--- src/rtl/tiger_branch_predict_if.sv ---
// Fetch/execute interface of the Tiger next-PC / branch unit.
// slave : the branch unit (consumes pipeline state, produces fetch PCs).
// master: the pipeline side.
// Ports:
//   stall, exception                   pipeline control
//   fetch_pc, nextpc                   fetch address (registered / combinational)
//   pred_taken, pred_target            BTB prediction for fetch_pc
//   ex_valid, ex_pc, instr, control    execute-stage instruction
//   rs, rt                             execute-stage operands
//   ex_pred_taken, ex_pred_target      prediction carried down to execute
//   mispredict                         redirect / flush pulse
//   branchout, branchDelay, epc        link address, delay-slot flag, exception PC
// control layout: [0] BRANCH, [3:1] BRANCHTYPE, [4] JUMP, [5] REGJUMP.
// BRANCHTYPE: 0 LTZ, 1 GEZ, 2 EQ, 3 NE, 4 LEZ, 5 GTZ.
interface tiger_branch_predict_if;
  localparam int unsigned CONTROL_WIDTH = 6;

  logic                     stall;
  logic                     exception;
  logic [31:0]              fetch_pc;
  logic [31:0]              nextpc;
  logic                     pred_taken;
  logic [31:0]              pred_target;
  logic                     ex_valid;
  logic [31:0]              ex_pc;
  logic [31:0]              instr;
  logic [CONTROL_WIDTH-1:0] control;
  logic [31:0]              rs;
  logic [31:0]              rt;
  logic                     ex_pred_taken;
  logic [31:0]              ex_pred_target;
  logic                     mispredict;
  logic [31:0]              branchout;
  logic                     branchDelay;
  logic [31:0]              epc;

  modport slave (
    input  stall, exception, ex_valid, ex_pc, instr, control, rs, rt,
           ex_pred_taken, ex_pred_target,
    output fetch_pc, nextpc, pred_taken, pred_target, mispredict,
           branchout, branchDelay, epc
  );

  modport master (
    output stall, exception, ex_valid, ex_pc, instr, control, rs, rt,
           ex_pred_taken, ex_pred_target,
    input  fetch_pc, nextpc, pred_taken, pred_target, mispredict,
           branchout, branchDelay, epc
  );
endinterface

--- src/rtl/tiger_branch_predict.sv ---
// Next-PC / branch unit for the Tiger MIPS core with a direct-mapped BTB.
// Predicted-taken branches redirect fetch right after their delay slot;
// execute resolves branches/jumps, flags mispredictions and redirects fetch.
// Ports:
//   clk    clock
//   reset  synchronous, active-high
//   bp     tiger_branch_predict_if.slave (fetch, execute and exception signals)
module tiger_branch_predict #(
  parameter int unsigned IDX_BITS   = 6,
  parameter int unsigned TAG_BITS   = 8,
  parameter logic [1:0]  CTR_INIT   = 2'd2,
  parameter bit          PREDICT_EN = 1'b1,
  parameter logic [31:0] BOOT_ADDR  = 32'h0000_0000,
  parameter logic [31:0] EXC_ADDR   = 32'h8000_0180
) (
  input logic                   clk,
  input logic                   reset,
  tiger_branch_predict_if.slave bp
);

  localparam int unsigned ENTRIES = 2 ** IDX_BITS;
  localparam int unsigned TAG_LO  = IDX_BITS + 2;
  localparam int unsigned TAG_HI  = IDX_BITS + TAG_BITS + 1;

  localparam logic [2:0] BT_LTZ = 3'd0;
  localparam logic [2:0] BT_GEZ = 3'd1;
  localparam logic [2:0] BT_EQ  = 3'd2;
  localparam logic [2:0] BT_NE  = 3'd3;
  localparam logic [2:0] BT_LEZ = 3'd4;
  localparam logic [2:0] BT_GTZ = 3'd5;

  // ---------------- execute-stage resolution ----------------
  logic        is_branch, is_jump, is_regjump;
  logic [2:0]  br_type;
  logic        rs_neg, rs_zero, cond;
  logic        act_taken;
  logic [31:0] br_target, j_target, act_target, redirect;
  logic        resolve, mispredict;
  logic        unused_instr;

  assign is_branch  = bp.control[0];
  assign br_type    = bp.control[3:1];
  assign is_jump    = bp.control[4];
  assign is_regjump = bp.control[5];
  assign rs_neg     = bp.rs[31];
  assign rs_zero    = (bp.rs == 32'd0);
  assign unused_instr = ^bp.instr[31:26];

  // Branch condition from the decoded branch type.
  always_comb begin
    cond = 1'b0;
    case (br_type)
      BT_LTZ:  cond = rs_neg;
      BT_GEZ:  cond = !rs_neg;
      BT_EQ:   cond = (bp.rs == bp.rt);
      BT_NE:   cond = (bp.rs != bp.rt);
      BT_LEZ:  cond = rs_neg || rs_zero;
      BT_GTZ:  cond = !rs_neg && !rs_zero;
      default: cond = 1'b0;
    endcase
  end

  assign br_target  = bp.ex_pc + 32'd4 + {{14{bp.instr[15]}}, bp.instr[15:0], 2'b00};
  assign j_target   = {bp.ex_pc[31:28], bp.instr[25:0], 2'b00};
  assign act_taken  = (is_branch && cond) || is_jump || is_regjump;
  assign act_target = is_regjump ? bp.rs : (is_jump ? j_target : br_target);
  assign redirect   = act_taken ? act_target : bp.ex_pc + 32'd8;

  assign resolve    = bp.ex_valid && !bp.stall && !reset;
  assign mispredict = resolve &&
                      ((act_taken != bp.ex_pred_taken) ||
                       (act_taken && (act_target != bp.ex_pred_target)));

  // ---------------- BTB storage ----------------
  logic [ENTRIES-1:0]  btb_valid;
  logic [TAG_BITS-1:0] btb_tag    [ENTRIES];
  logic [31:0]         btb_target [ENTRIES];
  logic [1:0]          btb_ctr    [ENTRIES];

  // ---------------- fetch-side lookup ----------------
  logic [31:0]         fetch_pc_q, nextpc_c;
  logic [IDX_BITS-1:0] f_idx;
  logic [TAG_BITS-1:0] f_tag;
  logic                pred_taken_c;
  logic [31:0]         pred_target_c;
  logic                pend_q;
  logic [31:0]         pend_tgt_q;

  assign f_idx         = fetch_pc_q[IDX_BITS+1:2];
  assign f_tag         = fetch_pc_q[TAG_HI:TAG_LO];
  assign pred_taken_c  = PREDICT_EN && btb_valid[f_idx] &&
                         (btb_tag[f_idx] == f_tag) && btb_ctr[f_idx][1];
  assign pred_target_c = btb_target[f_idx];

  // Next fetch address, highest priority first.
  always_comb begin
    nextpc_c = fetch_pc_q + 32'd4;
    if (reset)              nextpc_c = BOOT_ADDR;
    else if (bp.stall)      nextpc_c = fetch_pc_q;
    else if (bp.exception)  nextpc_c = EXC_ADDR;
    else if (mispredict)    nextpc_c = redirect;
    else if (pend_q)        nextpc_c = pend_tgt_q;
  end

  always_ff @(posedge clk) begin
    fetch_pc_q <= nextpc_c;
  end

  // Pending redirect: armed by a predicted-taken fetch, consumed one fetch
  // later so the delay slot is fetched first. Redirects cancel it.
  always_ff @(posedge clk) begin
    if (reset) begin
      pend_q <= 1'b0;
    end else if (!bp.stall) begin
      if (bp.exception || mispredict || pend_q) begin
        pend_q <= 1'b0;
      end else if (pred_taken_c) begin
        pend_q     <= 1'b1;
        pend_tgt_q <= pred_target_c;
      end
    end
  end

  // ---------------- BTB update (one cycle after resolve) ----------------
  logic                upd_v_q, upd_taken_q, upd_jump_q;
  logic [IDX_BITS-1:0] upd_idx_q;
  logic [TAG_BITS-1:0] upd_tag_q;
  logic [31:0]         upd_target_q;
  logic                u_hit, do_write;
  logic [1:0]          ctr_cur, ctr_next;

  always_ff @(posedge clk) begin
    if (reset) begin
      upd_v_q <= 1'b0;
    end else if (!bp.stall) begin
      upd_v_q      <= bp.ex_valid && (is_branch || is_jump) && !is_regjump;
      upd_idx_q    <= bp.ex_pc[IDX_BITS+1:2];
      upd_tag_q    <= bp.ex_pc[TAG_HI:TAG_LO];
      upd_taken_q  <= act_taken;
      upd_jump_q   <= is_jump;
      upd_target_q <= act_target;
    end
  end

  assign do_write = upd_v_q && !bp.stall && !reset;
  assign u_hit    = btb_valid[upd_idx_q] && (btb_tag[upd_idx_q] == upd_tag_q);
  assign ctr_cur  = btb_ctr[upd_idx_q];

  // Saturating 2-bit counter step.
  always_comb begin
    ctr_next = ctr_cur;
    if (upd_taken_q) ctr_next = (ctr_cur == 2'd3) ? 2'd3 : ctr_cur + 2'd1;
    else             ctr_next = (ctr_cur == 2'd0) ? 2'd0 : ctr_cur - 2'd1;
  end

  always_ff @(posedge clk) begin
    if (reset) begin
      btb_valid <= '0;
    end else if (do_write && (u_hit || upd_taken_q)) begin
      btb_valid[upd_idx_q] <= 1'b1;
    end
  end

  always_ff @(posedge clk) begin
    if (do_write) begin
      if (u_hit) begin
        btb_ctr[upd_idx_q] <= ctr_next;
        if (upd_taken_q) btb_target[upd_idx_q] <= upd_target_q;
      end else if (upd_taken_q) begin
        btb_tag[upd_idx_q]    <= upd_tag_q;
        btb_target[upd_idx_q] <= upd_target_q;
        btb_ctr[upd_idx_q]    <= upd_jump_q ? 2'd3 : CTR_INIT;
      end
    end
  end

  // ---------------- link / delay-slot / EPC ----------------
  logic        bd_q;
  logic [31:0] branchout_q;

  always_ff @(posedge clk) begin
    if (reset) begin
      bd_q        <= 1'b0;
      branchout_q <= 32'd0;
    end else if (!bp.stall) begin
      bd_q        <= bp.ex_valid && (is_branch || is_jump || is_regjump);
      branchout_q <= bp.ex_pc + 32'd8;
    end
  end

  assign bp.fetch_pc    = fetch_pc_q;
  assign bp.nextpc      = nextpc_c;
  assign bp.pred_taken  = pred_taken_c;
  assign bp.pred_target = pred_target_c;
  assign bp.mispredict  = mispredict;
  assign bp.branchout   = branchout_q;
  assign bp.branchDelay = bd_q;
  assign bp.epc         = bd_q ? bp.ex_pc - 32'd4 : bp.ex_pc;

endmodule

--- src/flat_wrapper.sv ---
// flat-port wrapper written by rule: the top's interface ports become plain ports
module tiger_branch_predict_flat 
#(
  parameter int unsigned IDX_BITS   = 6,
  parameter int unsigned TAG_BITS   = 8,
  parameter logic [1:0]  CTR_INIT   = 2'd2,
  parameter bit          PREDICT_EN = 1'b1,
  parameter logic [31:0] BOOT_ADDR  = 32'h0000_0000,
  parameter logic [31:0] EXC_ADDR   = 32'h8000_0180
)
  (clk, reset, bp_stall, bp_exception, bp_ex_valid, bp_ex_pc, bp_instr, bp_control, bp_rs, bp_rt, bp_ex_pred_taken, bp_ex_pred_target, bp_fetch_pc, bp_nextpc, bp_pred_taken, bp_pred_target, bp_mispredict, bp_branchout, bp_branchDelay, bp_epc);
  tiger_branch_predict_if bp_i ();
  input logic clk;
  input logic reset;
  input wire logic [$bits(bp_i.stall)-1:0] bp_stall;
  input wire logic [$bits(bp_i.exception)-1:0] bp_exception;
  input wire logic [$bits(bp_i.ex_valid)-1:0] bp_ex_valid;
  input wire logic [$bits(bp_i.ex_pc)-1:0] bp_ex_pc;
  input wire logic [$bits(bp_i.instr)-1:0] bp_instr;
  input wire logic [$bits(bp_i.control)-1:0] bp_control;
  input wire logic [$bits(bp_i.rs)-1:0] bp_rs;
  input wire logic [$bits(bp_i.rt)-1:0] bp_rt;
  input wire logic [$bits(bp_i.ex_pred_taken)-1:0] bp_ex_pred_taken;
  input wire logic [$bits(bp_i.ex_pred_target)-1:0] bp_ex_pred_target;
  output wire logic [$bits(bp_i.fetch_pc)-1:0] bp_fetch_pc;
  output wire logic [$bits(bp_i.nextpc)-1:0] bp_nextpc;
  output wire logic [$bits(bp_i.pred_taken)-1:0] bp_pred_taken;
  output wire logic [$bits(bp_i.pred_target)-1:0] bp_pred_target;
  output wire logic [$bits(bp_i.mispredict)-1:0] bp_mispredict;
  output wire logic [$bits(bp_i.branchout)-1:0] bp_branchout;
  output wire logic [$bits(bp_i.branchDelay)-1:0] bp_branchDelay;
  output wire logic [$bits(bp_i.epc)-1:0] bp_epc;
  assign bp_i.stall = bp_stall;
  assign bp_i.exception = bp_exception;
  assign bp_i.ex_valid = bp_ex_valid;
  assign bp_i.ex_pc = bp_ex_pc;
  assign bp_i.instr = bp_instr;
  assign bp_i.control = bp_control;
  assign bp_i.rs = bp_rs;
  assign bp_i.rt = bp_rt;
  assign bp_i.ex_pred_taken = bp_ex_pred_taken;
  assign bp_i.ex_pred_target = bp_ex_pred_target;
  assign bp_fetch_pc = bp_i.fetch_pc;
  assign bp_nextpc = bp_i.nextpc;
  assign bp_pred_taken = bp_i.pred_taken;
  assign bp_pred_target = bp_i.pred_target;
  assign bp_mispredict = bp_i.mispredict;
  assign bp_branchout = bp_i.branchout;
  assign bp_branchDelay = bp_i.branchDelay;
  assign bp_epc = bp_i.epc;
  tiger_branch_predict #(.IDX_BITS(IDX_BITS), .TAG_BITS(TAG_BITS), .CTR_INIT(CTR_INIT), .PREDICT_EN(PREDICT_EN), .BOOT_ADDR(BOOT_ADDR), .EXC_ADDR(EXC_ADDR)) u_core (.clk(clk), .reset(reset), .bp(bp_i));
endmodule
--- config.mk ---
export PLATFORM = sky130hd
export DESIGN_NAME = tiger_branch_predict_flat
export DESIGN_NICKNAME = d
export VERILOG_FILES = /design/src/rtl/tiger_branch_predict_if.sv /design/src/rtl/tiger_branch_predict.sv /design/src/flat_wrapper.sv
export SDC_FILE = /design/constraint.sdc
export NUM_CORES = 2
export LEC_CHECK = 0
export ABC_AREA = 1
export CAP_MARGIN = 20
export CELL_PAD_IN_SITES_DETAIL_PLACEMENT = 1
export CELL_PAD_IN_SITES_GLOBAL_PLACEMENT = 2
export CORE_ASPECT_RATIO = 0.9
export CORE_UTILIZATION = 42
export CTS_CLUSTER_DIAMETER = 200
export CTS_CLUSTER_SIZE = 24
export DETAILED_ROUTE_END_ITERATION = 10
export PLACE_DENSITY_LB_ADDON = 0.1
export SYNTH_ARGS = -nofsm -noshare
export SYNTH_HDL_FRONTEND = slang
export SYNTH_SLANG_ARGS = --single-unit
--- constraint.sdc ---
create_clock -name clk -period 5.7 [get_ports clk]
set_input_delay 1.14 -clock clk [delete_from_list [all_inputs] [get_ports clk]]
set_output_delay 1.14 -clock clk [all_outputs]
set_load 0.01 [all_outputs]
== Word-level counts from Yosys, hierarchy flattened ==
Memory sizes are Yosys's and may differ from the RTL's. A register that Yosys moved wholly into a read port is not among the register bits.
Cells that the tools add are included.
Widths: inputs -> output; s select.

* Memories: 3
* Output and inout bits: 163
* RAM bits: 2688
* Bits in registers: 211

* $add $sub $neg: 7
* Multiplexer cells: 36
* Order comparisons: 3
* Reductions and logical operators: 37
* Eq/ne operators: 12
* Bitwise gates (word level): 6

{| class="wikitable"
|+ Memory list
! memory !! words !! bits a word !! read ports !! clocked after memory_dff !! wr ports !! line !! RTL
|-
| u_core.btb_target || 64 || 32 || 1 || 1 || 1 || tiger_branch_predict.sv:77 || <nowiki>logic [31:0] btb_target [ENTRIES];</nowiki>
|-
| u_core.btb_tag || 64 || 8 || 2 || 2 || 1 || tiger_branch_predict.sv:76 || <nowiki>logic [TAG_BITS-1:0] btb_tag [ENTRIES];</nowiki>
|-
| u_core.btb_ctr || 64 || 2 || 2 || 2 || 1 || tiger_branch_predict.sv:78 || <nowiki>logic [1:0] btb_ctr [ENTRIES];</nowiki>
|}

{| class="wikitable"
|+ Operator list
! operator !! count
|-
| $mux 32 || 10
|-
| $add 32x3->32 const B || 2
|-
| $ne 32x32->1 || 2
|-
| $or 64x64->64 || 1
|-
| $add 32x32->32 || 1
|-
| $add 32x4->32 const B || 1
|-
| $eq 32x32->1 || 1
|-
| $logic_not 32->1 || 1
|-
| $sub 32x3->32 const B || 1
|-
| $eq 8x8->1 || 2
|-
| $logic_and 1x1->1 || 16
|-
| $mux 1 || 16
|-
| $lt 6x7->1 const B || 2
|-
| $bmux 1 s6 || 2
|-
| $mux 6 || 2
|-
| $logic_or 1x1->1 || 9
|-
| $mux 2 || 4
|-
| $demux 1 s6 || 1
|-
| $eq 3x2->1 const B || 2
|-
| $eq 3x3->1 const B || 2
|-
| $ge 6x1->1 const B || 1
|-
| $pmux 1 s6 || 1
|-
| $logic_not 1->1 || 5
|-
| $reduce_and 2->1 || 2
|-
| 11 further kinds || 14
|}

== Depth between registers and ports, before layout ==
* Depth in word-level cells: 14
* Gate-level depth with buffers: 30

== Worst setup path before layout ==
Ideal clock, no wire load.

* Path type: input port to output port
* Start point: input port bp_instr[0]
* End point: output port bp_nextpc[7]
* Data arrival time: 3892 ps
* Stages on the path: 28
* Data required time: 4560 ps
* Path slack: 668 ps
* Path through: inv_1 -> ha_1 -> inv_1 -> ha_1 -> inv_1 -> fa_1 -> inv_1 -> nand2_1 -> nand2_1 -> nand3_1 -> nand2_1 -> nand2_1 -> nand2_1 -> nand2_1 -> nand3_1 -> nand3_1 -> nand2_1 -> nand2_1 -> inv_1 -> nor2_1 -> nor2_1 -> nand2_1 -> nor2_1 -> nand3_2 -> buf_2 -> a21oi_1 -> nor2_1 -> nor2_1

* Cells in the longest elaborated chain, start to end: 11

{| class="wikitable"
|+ RTL lines
! item !! line !! RTL
|-
| start: declaration || flat_wrapper.sv:19 || <nowiki>input wire logic [$bits(bp_i.instr)-1:0] bp_instr;</nowiki>
|-
| $add 32x32->32 || tiger_branch_predict.sv:63 || <nowiki>assign br_target = bp.ex_pc + 32'd4 + {{14{bp.instr[15]}}, bp.instr[15:0], 2'b00};</nowiki>
|-
| $mux 32 (2 in series) || tiger_branch_predict.sv:66 || <nowiki>assign act_target = is_regjump ? bp.rs : (is_jump ? j_target : br_target);</nowiki>
|-
| net u_core.act_target[27] || tiger_branch_predict.sv:37 || <nowiki>logic [31:0] br_target, j_target, act_target, redirect;</nowiki>
|-
| $ne 32x32->1 || tiger_branch_predict.sv:72 || <nowiki>(act_taken && (act_target != bp.ex_pred_target)));</nowiki>
|-
| $logic_and 1x1->1 || tiger_branch_predict.sv:72 ||
|-
| $logic_or 1x1->1 || tiger_branch_predict.sv:71 || <nowiki>((act_taken != bp.ex_pred_taken) ||</nowiki>
|-
| $logic_and 1x1->1 || tiger_branch_predict.sv:70 || <nowiki>assign mispredict = resolve &&</nowiki>
|-
| $mux 32 || tiger_branch_predict.sv:101 || <nowiki>else if (mispredict) nextpc_c = redirect;</nowiki>
|-
| $mux 32 || tiger_branch_predict.sv:100 || <nowiki>else if (bp.exception) nextpc_c = EXC_ADDR;</nowiki>
|-
| $mux 32 || tiger_branch_predict.sv:99 || <nowiki>else if (bp.stall) nextpc_c = fetch_pc_q;</nowiki>
|-
| $mux 32 || tiger_branch_predict.sv:98 || <nowiki>if (reset) nextpc_c = BOOT_ADDR;</nowiki>
|-
| end: declaration || flat_wrapper.sv:26 || <nowiki>output wire logic [$bits(bp_i.nextpc)-1:0] bp_nextpc;</nowiki>
|}

The timed path passes the listed nets, and every way through them passes these cells.

== Worst setup path after layout ==
* Start point: register u_core.fetch_pc_q[2], in the netlist u_core.bp.fetch_pc[2]
* End point: output port bp_pred_taken

* Cells in the longest elaborated chain, start to end: 4

{| class="wikitable"
|+ RTL lines
! item !! line !! RTL
|-
| start: declaration || tiger_branch_predict.sv:81 || <nowiki>logic [31:0] fetch_pc_q, nextpc_c;</nowiki>
|-
| start signal: assignment || tiger_branch_predict.sv:106 || <nowiki>fetch_pc_q <= nextpc_c;</nowiki>
|-
| $bmux 1 s6 || tiger_branch_predict.sv:91 || <nowiki>assign pred_taken_c = PREDICT_EN && btb_valid[f_idx] &&</nowiki>
|-
| $mux 1 (not written as such) || tiger_branch_predict.sv:91 ||
|-
| $logic_and 1x1->1 || tiger_branch_predict.sv:91 ||
|-
| $logic_and 1x1->1 || tiger_branch_predict.sv:92 || <nowiki>(btb_tag[f_idx] == f_tag) && btb_ctr[f_idx][1];</nowiki>
|-
| end: declaration || flat_wrapper.sv:27 || <nowiki>output wire logic [$bits(bp_i.pred_taken)-1:0] bp_pred_taken;</nowiki>
|}

Every way passes these cells. The select of a mux whose other input is x is not followed.

==> results.cfg <==
[cts]
tritoncts_num_sinks = 2905
cts_tree = yes
clock_latency_ns = 0.89
cts-buffers-inserted = 147
cts_buffer_depth = 4
clkTransAtPathRegs_ns = 0.13
cts.root.buffer_cell = clkbuf_16
h-tree-depth = 4
hold_buffers = 0

[sta]
max_slew_margin = 0.01108
period_share = 1.015
slew_violations = 0
tightest_slew_ns = 1.468
hold_viol = 0
layout_min_cycle_time_ns = 5.786
tns_ns = -0.3111
timing.hold.ws_ns = 0.4644
max_freq_mhz = 172.8
setup_viol_count_final = 10
skew_ns = 0.05900
fin_ws_ns = -0.08627
rsz0062_at_grt = yes

[setup_path]
worst_path_largest_cell_delay_ns = 0.56
crit_family = buffers and inverters
rr_worst_depth = 18
cp_max_fo = 14
endpoint_kind = output pin
path_buf_inv = 6
arrival_ns = 4.65
cpMostUsedCell = nor2_1
cp_slowest_cell = clkdlybuf4s50_1
start_kind = register
worstSetupPathType = register to output pin
r2r_setup_slack_ns = 1.00
worstPathCellList = buf_12 -> buf_8 -> clkinv_16 -> buf_4 -> nor2_1 -> o221ai_1 -> o211ai_1 -> nand3_1 -> nand3_2 -> nand2_1 -> xor2_1 -> nor2_1 -> nand3_1 -> nor2_1 -> buf_4 -> clkdlybuf4s50_1
r2r-end = u_core.btb_tag[7][4]
required_ns = 4.56

[synth]
synthCells = 11260
synthArstFlopShare = 0
synth_edf_count = 2768
synth.avg_cell_area_sq_um = 11.24
synth_seq_cells = 2905
synth_area_sq_mm = 0.1266
synth_fp_nets = 11500
yosys_warnings = 0
synth_flop_cell = edfxtp_1
ys_seq_area_frac = 0.6781
synth.distinct_cells = 66

[die]
coreArea_sq_mm = 0.2988
num_rows = 190
initial_core_util = 0.4237
dieArea_sq_mm = 0.3037
io_pins = 335
fp.dieH_microns = 522.9
die_x_microns = 580.8

[flow_run]
cap_violations = 1

[layout]
drive_above_1_share = 0.1437
n_fill_cell = 31150
final_cell_area_sq_mm = 0.1464
nets = 12050
area_delta_synth_final_pct = 15.60
multi_input_area_sq_mm = 0.03794
layout_common_cells = 2768 x edfxtp_1, 1846 x nor2_1, 1708 x o21ai_0
seqCellArea_sq_mm = 0.08589
mostFrequentLayoutCell = edfxtp_1
fin_cells = 15800

[global_route]
antenna_found_initial = 22
grt_pass1_wl_microns = 731200
grt_usage = 0.3335
first_global_vias = 98000
grt_remaining_overflow = 0
grt_max_degree = 142

[detailed_routing]
ant_nets = 0
wirelength_microns = 526700
drc = 0
drt_iter0_drc = 10840
drtPass1Iterations = 5
avgRoutedWirePerCell_microns = 33.33
via_per_inst = 6.235
num_vias = 98530

[pwr]
ir_worst_vdd_v = 0.0002686
power_frac_comb = 0.133
power_mw = 40.83
swShare = 0.2616
seq_power_share = 0.580
clockPowerShare = 0.287
power_leakage_nw = 48.94
power_density_mw_per_mm2 = 278.9
switching_power_mw = 10.68
power.internal_mw = 30.15

[worst_hold_path]
hold_path_depth = 2
min-delay-start = u_core.bp.branchout[1]
hold_end = u_core.bp.branchout[1]
hold_class = register to register

[status]
violations = capacitance limit, setup timing
status = complete, but fails checks

[placement]
io_buffers = 328
dp_hpwl_microns = 329400
gp_congestion = 0.9442
place_area_sq_mm = 0.1392
dpl.cell_count = 15540
state kept, by name, summed over array words and instances (netlist names), named ones only:
name and flops:
u_core.bp.branchDelay 1, u_core.bp.branchout 32, u_core.bp.fetch_pc 32, u_core.btb_ctr 128
u_core.btb_tag 512, u_core.btb_target 2048, u_core.btb_valid 64, u_core.pend_q 1
u_core.pend_tgt_q 32, u_core.upd_idx_q 6, u_core.upd_jump_q 1, u_core.upd_tag_q 8
u_core.upd_taken_q 1, u_core.upd_target_q 32, u_core.upd_v_q 1
per-layer routing:
| metal | global-route usage | up-vias | part of all wire |
|---|---|---|---|
| li1 | - | 41940 | - |
| met5 | 0 | - | 0.000051 |
| met2 | 0.5382 | 4188 | 0.46 |
| met4 | 0.1236 | 4 | 0.040 |
| met1 | 0.4630 | 51680 | 0.42 |
| met3 | 0.04272 | 720 | 0.073 |
stage by stage:
step / setup slack, ns / util
floorplan: 0.6682 / -
CTS: -0.06985 / 0.4845
detailed placement: -1.444 / 0.4657
global route: -0.1796 / 0.4898
finish: -0.08627 / 0.4898
global placement: -1.390 / 0.4657
cell families (layout without fill, tap and decap cells):
kind of cell	Yosys count	count (layout)	share of synthesized area
other	0	10	0
AOI/OAI and AO/OA	3147	3147	0.1435
adders and majority gates	63	63	0.006285
buffers and inverters	1306	1902	0.04299
DFF	2905	2905	0.6781
xor gates and xnor gates	89	89	0.006156
and+or+nand+nor	3749	3749	0.1227
muxes	3	3	0.0002372
cell usage after synthesis, types with 5 or more instances:
cell,n,area (sq um)
dfxtp_1,137,2743
a21oi_2,37,324.1
buf_4,24,180.2
buf_6,23,259.0
o221ai_1,273,2391
clkbuf_1,567,2128
nand3_2,63,630.6
a21oi_1,225,1126
nor4_1,12,75.07
o21bai_1,7,52.55
o31ai_1,5,37.54
o22ai_1,549,3435
or2_2,14,87.58
nor2_1,1954,7335
clkinv_1,5,18.77
xor2_1,56,490.5
xnor2_1,33,289.0
a221o_1,16,160.2
nor3_1,88,440.4
nand3_1,443,2217
o21ai_1,132,660.6
edfxtp_1,2768,83120
nand2_1,1076,4039
nand3b_1,23,172.7
a32o_1,6,60.06
buf_2,137,685.7
buf_1,39,146.4
a31oi_1,53,331.6
ha_1,62,775.7
inv_1,496,1862
o211ai_1,94,705.7
o21ai_0,1719,8603
nand4_1,59,369.1
power by group through the flow:
stage          combinational [mW]  sequential [mW]  clock [mW]
6_report                     5.41             23.7        11.7
5_1_grt                      5.67             23.7        12.4
4_1_cts                      5.16             23.7        11.9
3_5_place_dp                 4.95             24.2           0
3_3_place_gp                 4.85             24.2           0
2_1_floorplan                2.15             24.3           0
worst max path at each step:
stage,end,start,cells after the start
2_1_floorplan,bp_nextpc[7],bp_instr[0],28
3_3_place_gp,bp_nextpc[21],bp_instr[0],29
3_5_place_dp,bp_nextpc[9],bp_instr[0],29
4_1_cts,bp_pred_taken,u_core.bp.fetch_pc[2],15
5_1_grt,bp_nextpc[7],bp_instr[15],29
6_report,bp_pred_taken,u_core.bp.fetch_pc[2],16
repair_timing:
item | 4_1_cts | 5_1_grt
gates resized for setup | 510 | 288
cloned | 5 | 20
setup buffers | 24 | 14
setup endpoints to repair | 65 | 56
pin swaps | 72 | 82
worst register-to-register path: stages (launching register included):
cell and delay [ns]:
dfxtp_4 0.63, buf_12 0.46, buf_4 0.50, o21ai_0 0.20, o22ai_1 0.22, nand2_1 0.12
nand2_1 0.10, a21oi_1 0.06, o21ai_1 0.17, nand3_1 0.28, nand2_1 0.15, nand2_1 0.09
nand3_1 0.09, nor2_2 0.06, nand3_4 0.09, nand3_2 0.42, buf_4 0.41, nor2_1 0.14
buf_4 0.22
final cells by class:
type / instances / share of cell area
Antenna cell: 10 / 0.0001710
Timing Repair inverter: 2 / 0.0001539
Sequential cell: 2905 / 0.5868
Multi-Input combinational cell: 7051 / 0.2592
Clock inverter: 6 / 0.0004530
Tap cell: 3936 / 0.03364
Inverter: 506 / 0.01352
Timing Repair Buffer: 1204 / 0.07959
Clock buffer: 184 / 0.02652
Power figures use the tool's default switching activity.
